**src/rtl/pe_shtsum_pkg.sv**
```systemverilog
// rtl/pe_shtsum_pkg.sv - shared widths, control word and helpers for the shift-sum stage
package pe_shtsum_pkg;

  localparam int AUODWD  = 16;
  localparam int PSUMDWD = 32;

  typedef enum logic [1:0] {SHT1, SHT2, SHT4, SHT8} ShtNum;

  typedef struct packed {
    logic  valid;
    logic  init;
    logic  fstpix;
    logic  lstpix;
    logic  sht;
    ShtNum sht_num;
  } SSctl;

  localparam int SSCTL_W = $bits(SSctl);

  typedef enum logic {SS_IDLE, SS_ACC} SSstate;

  function automatic logic [4:0] shtAmt(ShtNum n);
    case (n)
      SHT1:    shtAmt = 5'd1;
      SHT2:    shtAmt = 5'd2;
      SHT4:    shtAmt = 5'd4;
      default: shtAmt = 5'd8;
    endcase
  endfunction

endpackage

```
**src/rtl/pe_shtsum_alu.sv**
```systemverilog
// rtl/pe_shtsum_alu.sv - combinational shift, sign-extend, add and signed overflow detect
module pe_shtsum_alu
  import pe_shtsum_pkg::*;
(
  input  logic [PSUMDWD-1:0] base,
  input  logic               sht,
  input  logic [1:0]         sht_num,
  input  logic [AUODWD-1:0]  au_sum,
  output logic [PSUMDWD-1:0] sum,
  output logic               ovf
);

  logic [4:0]         amt;
  logic [PSUMDWD-1:0] shifted;
  logic [PSUMDWD-1:0] addend;
  logic               sht_ovf;
  logic               add_ovf;

  always_comb begin
    amt     = shtAmt(ShtNum'(sht_num));
    shifted = sht ? (base << amt) : base;
    // a lossless shift survives an arithmetic shift back unchanged
    sht_ovf = sht && (($signed(shifted) >>> amt) != $signed(base));
    addend  = {{(PSUMDWD-AUODWD){au_sum[AUODWD-1]}}, au_sum};
    sum     = shifted + addend;
    add_ovf = (shifted[PSUMDWD-1] == addend[PSUMDWD-1]) &&
              (sum[PSUMDWD-1] != shifted[PSUMDWD-1]);
    ovf     = sht_ovf | add_ovf;
  end

endmodule

```
**src/rtl/pe_shtsum.sv**
```systemverilog
// rtl/pe_shtsum.sv - shift-and-add psum accumulator with one-entry valid/ready output register
module pe_shtsum
  import pe_shtsum_pkg::*;
(
  input  logic               clk,
  input  logic               rst,
  input  logic [SSCTL_W-1:0] i_ctl,
  input  logic [AUODWD-1:0]  i_au_sum,
  input  logic [PSUMDWD-1:0] i_buf_psum,
  output logic               o_ready,
  output logic [PSUMDWD-1:0] o_psum,
  output logic               o_psum_valid,
  input  logic               i_psum_ready,
  output logic               o_ovf,
  output logic               o_acc_busy
);

  SSctl               ctl;
  SSstate             state;
  logic [PSUMDWD-1:0] acc;
  logic [PSUMDWD-1:0] base;
  logic [PSUMDWD-1:0] acc_next;
  logic               alu_ovf;
  logic               fire;
  logic               restart;

  assign ctl        = SSctl'(i_ctl);
  assign o_ready    = !o_psum_valid | i_psum_ready;
  assign fire       = ctl.valid & o_ready;
  assign restart    = ctl.fstpix | ctl.init;
  assign o_acc_busy = (state == SS_ACC);

  always_comb begin
    base = acc;
    if (ctl.fstpix)
      base = '0;
    else if (ctl.init)
      base = i_buf_psum;
  end

  pe_shtsum_alu u_alu (
    .base    (base),
    .sht     (ctl.sht),
    .sht_num (ctl.sht_num),
    .au_sum  (i_au_sum),
    .sum     (acc_next),
    .ovf     (alu_ovf)
  );

  always_ff @(posedge clk or posedge rst) begin
    if (rst) begin
      state <= SS_IDLE;
      acc   <= '0;
      o_ovf <= 1'b0;
    end else if (fire) begin
      acc   <= acc_next;
      o_ovf <= restart ? alu_ovf : (o_ovf | alu_ovf);
      case (state)
        SS_IDLE: if (restart && !ctl.lstpix) state <= SS_ACC;
        SS_ACC:  if (ctl.lstpix)             state <= SS_IDLE;
        default:                             state <= SS_IDLE;
      endcase
    end
  end

  // a reload on the accepting cycle keeps the register full
  always_ff @(posedge clk or posedge rst) begin
    if (rst) begin
      o_psum       <= '0;
      o_psum_valid <= 1'b0;
    end else if (fire && ctl.lstpix) begin
      o_psum       <= acc_next;
      o_psum_valid <= 1'b1;
    end else if (i_psum_ready) begin
      o_psum_valid <= 1'b0;
    end
  end

endmodule
```
**config.mk**
```make
export PLATFORM = sky130hd
export DESIGN_NAME = pe_shtsum
export DESIGN_NICKNAME = d
export VERILOG_FILES = /design/src/rtl/pe_shtsum_pkg.sv /design/src/rtl/pe_shtsum_alu.sv /design/src/rtl/pe_shtsum.sv
export SDC_FILE = /design/constraint.sdc
export NUM_CORES = 1
export LEC_CHECK = 0
export BUFFER_PORTS_ARGS = -buffer_cell sky130_fd_sc_hd__buf_2
export CORE_MARGIN = 4
export CORE_UTILIZATION = 45
export DETAILED_ROUTE_END_ITERATION = 7
export GPL_ROUTABILITY_DRIVEN = 0
export PLACE_DENSITY = 0.72
export SYNTH_ARGS = -nofsm -noshare
export SYNTH_HDL_FRONTEND = slang
export SYNTH_HIERARCHICAL = 1
export SYNTH_SLANG_ARGS = --single-unit
```
**constraint.sdc**
```tcl
create_clock -name clk -period 6.7 [get_ports clk]
set_input_delay 1.005 -clock clk [delete_from_list [all_inputs] [get_ports clk]]
set_output_delay 1.005 -clock clk [all_outputs]
set_load 0.1 [all_outputs]
```
== Word-level counts from Yosys, hierarchy flattened ==
Cells that the tools add are included.
W data, S select, Z words.

* Bitwise gates (word level): 6
* Add/subtract/negate cells: 1
* Eq/ne operators: 5
* Reductions and logical operators: 8
* Shifts and indexed selects: 2
* Mux-type cells: 10

{| class="wikitable"
|+ Operator list
! kind !! number
|-
| $mux W32 || 3
|-
| $add A32 B32 Y32 || 1
|-
| $ne A32 B32 Y1 || 1
|-
| $shl A32 B4 Y32 || 1
|-
| $sshr A32 B4 Y32 || 1
|-
| $pmux W4 S3 || 1
|-
| $mux W1 || 5
|-
| $logic_and A1 B1 Y1 || 4
|-
| $or A1 B1 Y1 || 4
|-
| $eq A2 B1 Y1 const B || 1
|-
| $eq A2 B2 Y1 const B || 1
|-
| $logic_not A1 Y1 || 2
|-
| $logic_not A2 Y1 || 1
|-
| $pmux W1 S2 || 1
|-
| $reduce_bool A2 Y1 || 1
|-
| $and A1 B1 Y1 || 1
|-
| $eq A1 B1 Y1 || 1
|-
| $ne A1 B1 Y1 || 1
|-
| $not A1 Y1 || 1
|}

* Register bits: 67
* Output and inout port bits: 36

== Longest topological paths before layout ==
* Depth in word-level cells: 10
* Mapped depth: 21
* Depth with buffers taken out: 17

== By module ==
Netlist, hierarchy kept.

{| class="wikitable"
|+ Modules (own cells, without submodules)
! module !! cells an instance !! times used !! area each (um^2)
|-
| pe_shtsum_alu || 676 || 1 || 4605.7
|-
| pe_shtsum || 220 || 1 || 3144.3
|}

== Least setup slack after synthesis ==
No wires, ideal clock.

* Path type: input -> register
* Start point: input port i_ctl[0]
* End point: register acc[29]
* Setup slack: 1280 ps
* Setup time: 125 ps
* Data required time: 6575 ps
* Cell stages on the path: 21
* Arrival time: 5295 ps
* Cell sequence: buf_6 buf_6 buf_2 buf_2 buf_2 buf_1 nand2_1 a21oi_1 a31oi_1 a21oi_1 ha_1 o21a_1 o2111a_1 a2111oi_0 o31ai_1 o41ai_2 o21bai_1 nor3b_1 a21oi_1 o311a_1 mux2_2

* Cells in the longest elaborated chain, start to end: 5

{| class="wikitable"
|+ Ends and longest elaborated chain
! element !! RTL line !! source
|-
| from (decl) || pe_shtsum.sv:7 || <nowiki>input logic [SSCTL_W-1:0] i_ctl,</nowiki>
|-
| $eq A2 B2 Y1, or another cell as far along || pe_shtsum_pkg.sv:23 || <nowiki>case (n)</nowiki>
|-
| $pmux W4 S3 (*) || pe_shtsum_pkg.sv:23 ||
|-
| $shl A32 B4 Y32 (*) || pe_shtsum_alu.sv:21 || <nowiki>shifted = sht ? (base << amt) : base;</nowiki>
|-
| $mux W32 (*) || pe_shtsum_alu.sv:21 ||
|-
| $add A32 B32 Y32 (*) || pe_shtsum_alu.sv:25 || <nowiki>sum = shifted + addend;</nowiki>
|-
| net acc_next[29] || pe_shtsum.sv:22 || <nowiki>logic [PSUMDWD-1:0] acc_next;</nowiki>
|-
| to (signal assigned) || pe_shtsum.sv:56 || <nowiki>acc <= acc_next;</nowiki>
|-
| to (decl) || pe_shtsum.sv:20 || <nowiki>logic [PSUMDWD-1:0] acc;</nowiki>
|}

Mark *: on every way through the listed nets, which the timed path passes. The rest lies on a longest branch.
A chain may end at the register's enable or synchronous reset.

== Final worst setup path ==
* Start point: input port i_ctl[5]
* End point: register acc[29]

* Cells in the longest elaborated chain, start to end: 5

{| class="wikitable"
|+ Ends and longest elaborated chain
! element !! RTL line !! source
|-
| $mux W32 (*) || pe_shtsum.sv:37 || <nowiki>else if (ctl.init)</nowiki>
|-
| $mux W32 (*) || pe_shtsum.sv:35 || <nowiki>if (ctl.fstpix)</nowiki>
|-
| net base[15] || pe_shtsum.sv:21 || <nowiki>logic [PSUMDWD-1:0] base;</nowiki>
|-
| $shl A32 B4 Y32 || pe_shtsum_alu.sv:21 ||
|-
| $mux W32 (*) || pe_shtsum_alu.sv:21 ||
|-
| $add A32 B32 Y32 (*) || pe_shtsum_alu.sv:25 ||
|-
| net acc_next[29] || pe_shtsum.sv:22 ||
|}

Marked as above.

==> results_dict.tcl <==
set metrics [dict create \
    status "finished, final reports clean" \
    fillerInstances 1535 \
    arrival_ns 6.00 \
    viasPerCell 6.31 \
    drc_errors 0 \
    ys_seq_area_frac 0.216 \
    die_x_um 139 \
    drv_slew 0 \
    die_h_um 139 \
    cts_root_buf "clkbuf_16" \
    path_class "in2reg" \
    grt_usage 0.230 \
    final_common_cell "buf_2" \
    clkTransAtPathRegs_ns 0.06 \
    cts_sinks 67 \
    cts_setup_buffers 0 \
    synth.distinct_cells 78 \
    fin_crit_ns 5.78 \
    maxCapViolations 0 \
    worst-r2r-cell-count 16 \
    grt_max_degree 68 \
    synthCells 896 \
    start_util 0.464 \
    cp.required_ns 6.92 \
    rrSetupSlack_ns 1.78 \
    clock.fmax_mhz 173 \
    htree_levels 3 \
    hold_slack_ns 0.501 \
    clock_latency_ns 0.34 \
    most-common-layout-cells "buf_2 (93), nor2_1 (90), dfrtp_1 (67), a21oi_1 (66), mux2i_1 (62)" \
    pin_count 94 \
    grt-ovfl-total 0 \
    cts_max_path_buffers 2 \
    wire_per_inst_um 19.8 \
    ctsResizeCount 0 \
    vdd_ir_drop_max_uv 277 \
    cts_buffers 9 \
    finalCritPeriodShare 0.863 \
    hold_depth 1 \
    die_area_mm2 0.0194 \
    placed_cell_area_mm2 0.00824 \
    ys_ff_latch 67 \
    first_global_vias 7109 \
    grt_pass1_wl_mm 37.3 \
    areaGrowthSynthToFinish_pct 10.1 \
    slowest_stage "nor2_1" \
    syn_area_mm2 0.00775 \
    cpPeakStageDelay_ns 0.61 \
    totalWireLength_mm 23.1 \
    drtIter0Drc 951 \
    worstSetupEndpointType "register" \
    fin_tns_setup_ns 0 \
    finalInstanceArea_mm2 0.00853 \
    vias 7398 \
    finalNetCount 1036 \
    power.leakage_nw 3.72 \
    first_pass_iters 7 \
    relSlewSlack 0.352 \
    worstSetupStartpointType "primary input" \
    ant_nets 0 \
    synthFlopType "dfrtp_1" \
    cts_hold_buffers 0 \
    ys_warn_count 6 \
    place_hpwl_mm 16.9 \
    cts_tree "done" \
    power_density_mw_per_mm2 371 \
    layout_setup_ws_ns 0.920 \
    finalHoldViolations 0 \
    setup_viol 0 \
    r2r-start "acc[15]" \
    postSynth.asyncResetShare 1.00 \
    holdCritPathClass "reg2reg" \
    crit_chain "buf_2, mux2i_1, nor2_1, nor2b_1, a211oi_1, a311oi_1, ha_1, and2_1, a221o_1, a221oi_1, o31ai_1, o41ai_2, o21bai_1, nor3b_1, a21oi_1, o311a_1, mux2_2" \
    reg2reg_to "acc[29]" \
    min_from "o_psum[13]" \
    portBuffers 93 \
    place_ws_ns 0.742 \
    drive_above_1_share 0.246 \
    synth.avg_cell_area_um2 8.65 \
    tightestPinTransition_ns 0.969 \
    core_mm2 0.0167 \
    synth_nets 986 \
    antenna_found_initial 0 \
    grt_setup_unrepaired "false" \
    whs_endpoint "o_psum[13]" \
    finalClockSkew_ns 0.00681 \
    rows 47 \
    cp_max_fo 18 \
    synth_edf_count 0 \
]
## sequential cells by signal, indices dropped and copies added (netlist names)
signal,count
o_acc_busy,1
acc,32
o_psum,32
o_ovf,1
o_psum_valid,1
## Yosys cell counts, types with 17 or more instances
| cell | count | area share |
|---|---|---|
| dfrtp_1 | 67 | 0.22 |
| clkbuf_1 | 29 | 0.014 |
| inv_1 | 19 | 0.0092 |
| mux2i_1 | 62 | 0.080 |
| mux2_4 | 29 | 0.056 |
| nand2_1 | 52 | 0.025 |
| a211oi_1 | 17 | 0.016 |
| ha_1 | 31 | 0.050 |
| mux2_2 | 46 | 0.067 |
| a21oi_1 | 66 | 0.043 |
| nor2_1 | 90 | 0.044 |
| buf_2 | 27 | 0.017 |
| xnor2_1 | 37 | 0.042 |
| nand2b_1 | 18 | 0.015 |
| o21ai_0 | 35 | 0.023 |
## per-stage QoR
step	total power [mW]	utilization	std cells
finish	3.17	0.511	1172
global route	3.33	0.511	1171
CTS	3.16	0.511	1171
detailed placement	2.67	0.493	1155
global placement	2.65	0.493	1155
floorplan	2.31	-	896
## worst max path at each step
stage / from / to / slack (ns) / depth (start not counted)
final: i_ctl[5] / acc[29] / 0.92 / 17
after global routing: i_ctl[5] / acc[29] / 0.69 / 17
after CTS: i_ctl[5] / acc[29] / 1.08 / 17
after floorplan: i_ctl[0] / acc[29] / 1.28 / 21
after detailed placement: i_ctl[5] / acc[29] / 0.74 / 17
after global placement: i_ctl[5] / acc[29] / 0.94 / 17
## area by class of cell
type / count / area (µm²) / area share
Antenna cell: 1 / 2.50 / 0.000293
Clock buffer: 12 / 236 / 0.0277
Clock inverter: 4 / 51.3 / 0.00601
Inverter: 21 / 78.8 / 0.00924
Multi-Input combinational cell: 726 / 5530 / 0.649
Sequential cell: 67 / 1680 / 0.197
Tap cell: 220 / 275 / 0.0323
Timing Repair Buffer: 121 / 676 / 0.0792
## critical path: cells and delay by family
kind / cells / cell delay [ns]
adders and majority gates: 1 / 0.38
AOI/OAI and AO/OA: 9 / 2.40
buffers and inverters: 1 / 0.46
and+or+nand+nor: 4 / 1.31
muxes: 2 / 0.44
## report_power, final
part	internal (mW)	total [mW]	leakage, nW	switching (mW)
combinational	0.628	2.00	2.80	1.38
sequential	0.589	0.686	0.784	0.0966
clock	0.289	0.477	0.137	0.188
## per-layer routing
layer,part of all wire,up-vias,track usage
li1,-,3424,-
met1,0.44,3491,0.322
met2,0.44,415,0.361
met3,0.084,68,0.0422
met4,0.034,0,0.0772
met5,0,-,0
## kinds of logic (layout without fill, tap and decap cells)
group / Yosys count / count (layout) / synth area share
AO/OA/AOI/OAI: 251 / 251 / 0.222
XOR/XNOR: 53 / 53 / 0.0599
adder cells (fa/ha/maj): 32 / 32 / 0.0526
buffers and inverters: 103 / 158 / 0.0697
flip-flops: 67 / 67 / 0.216
multiplexers: 144 / 144 / 0.223
other: 0 / 1 / 0
AND/OR/NAND/NOR: 246 / 246 / 0.156
Note: power is estimated with default switching activity, not from simulation.
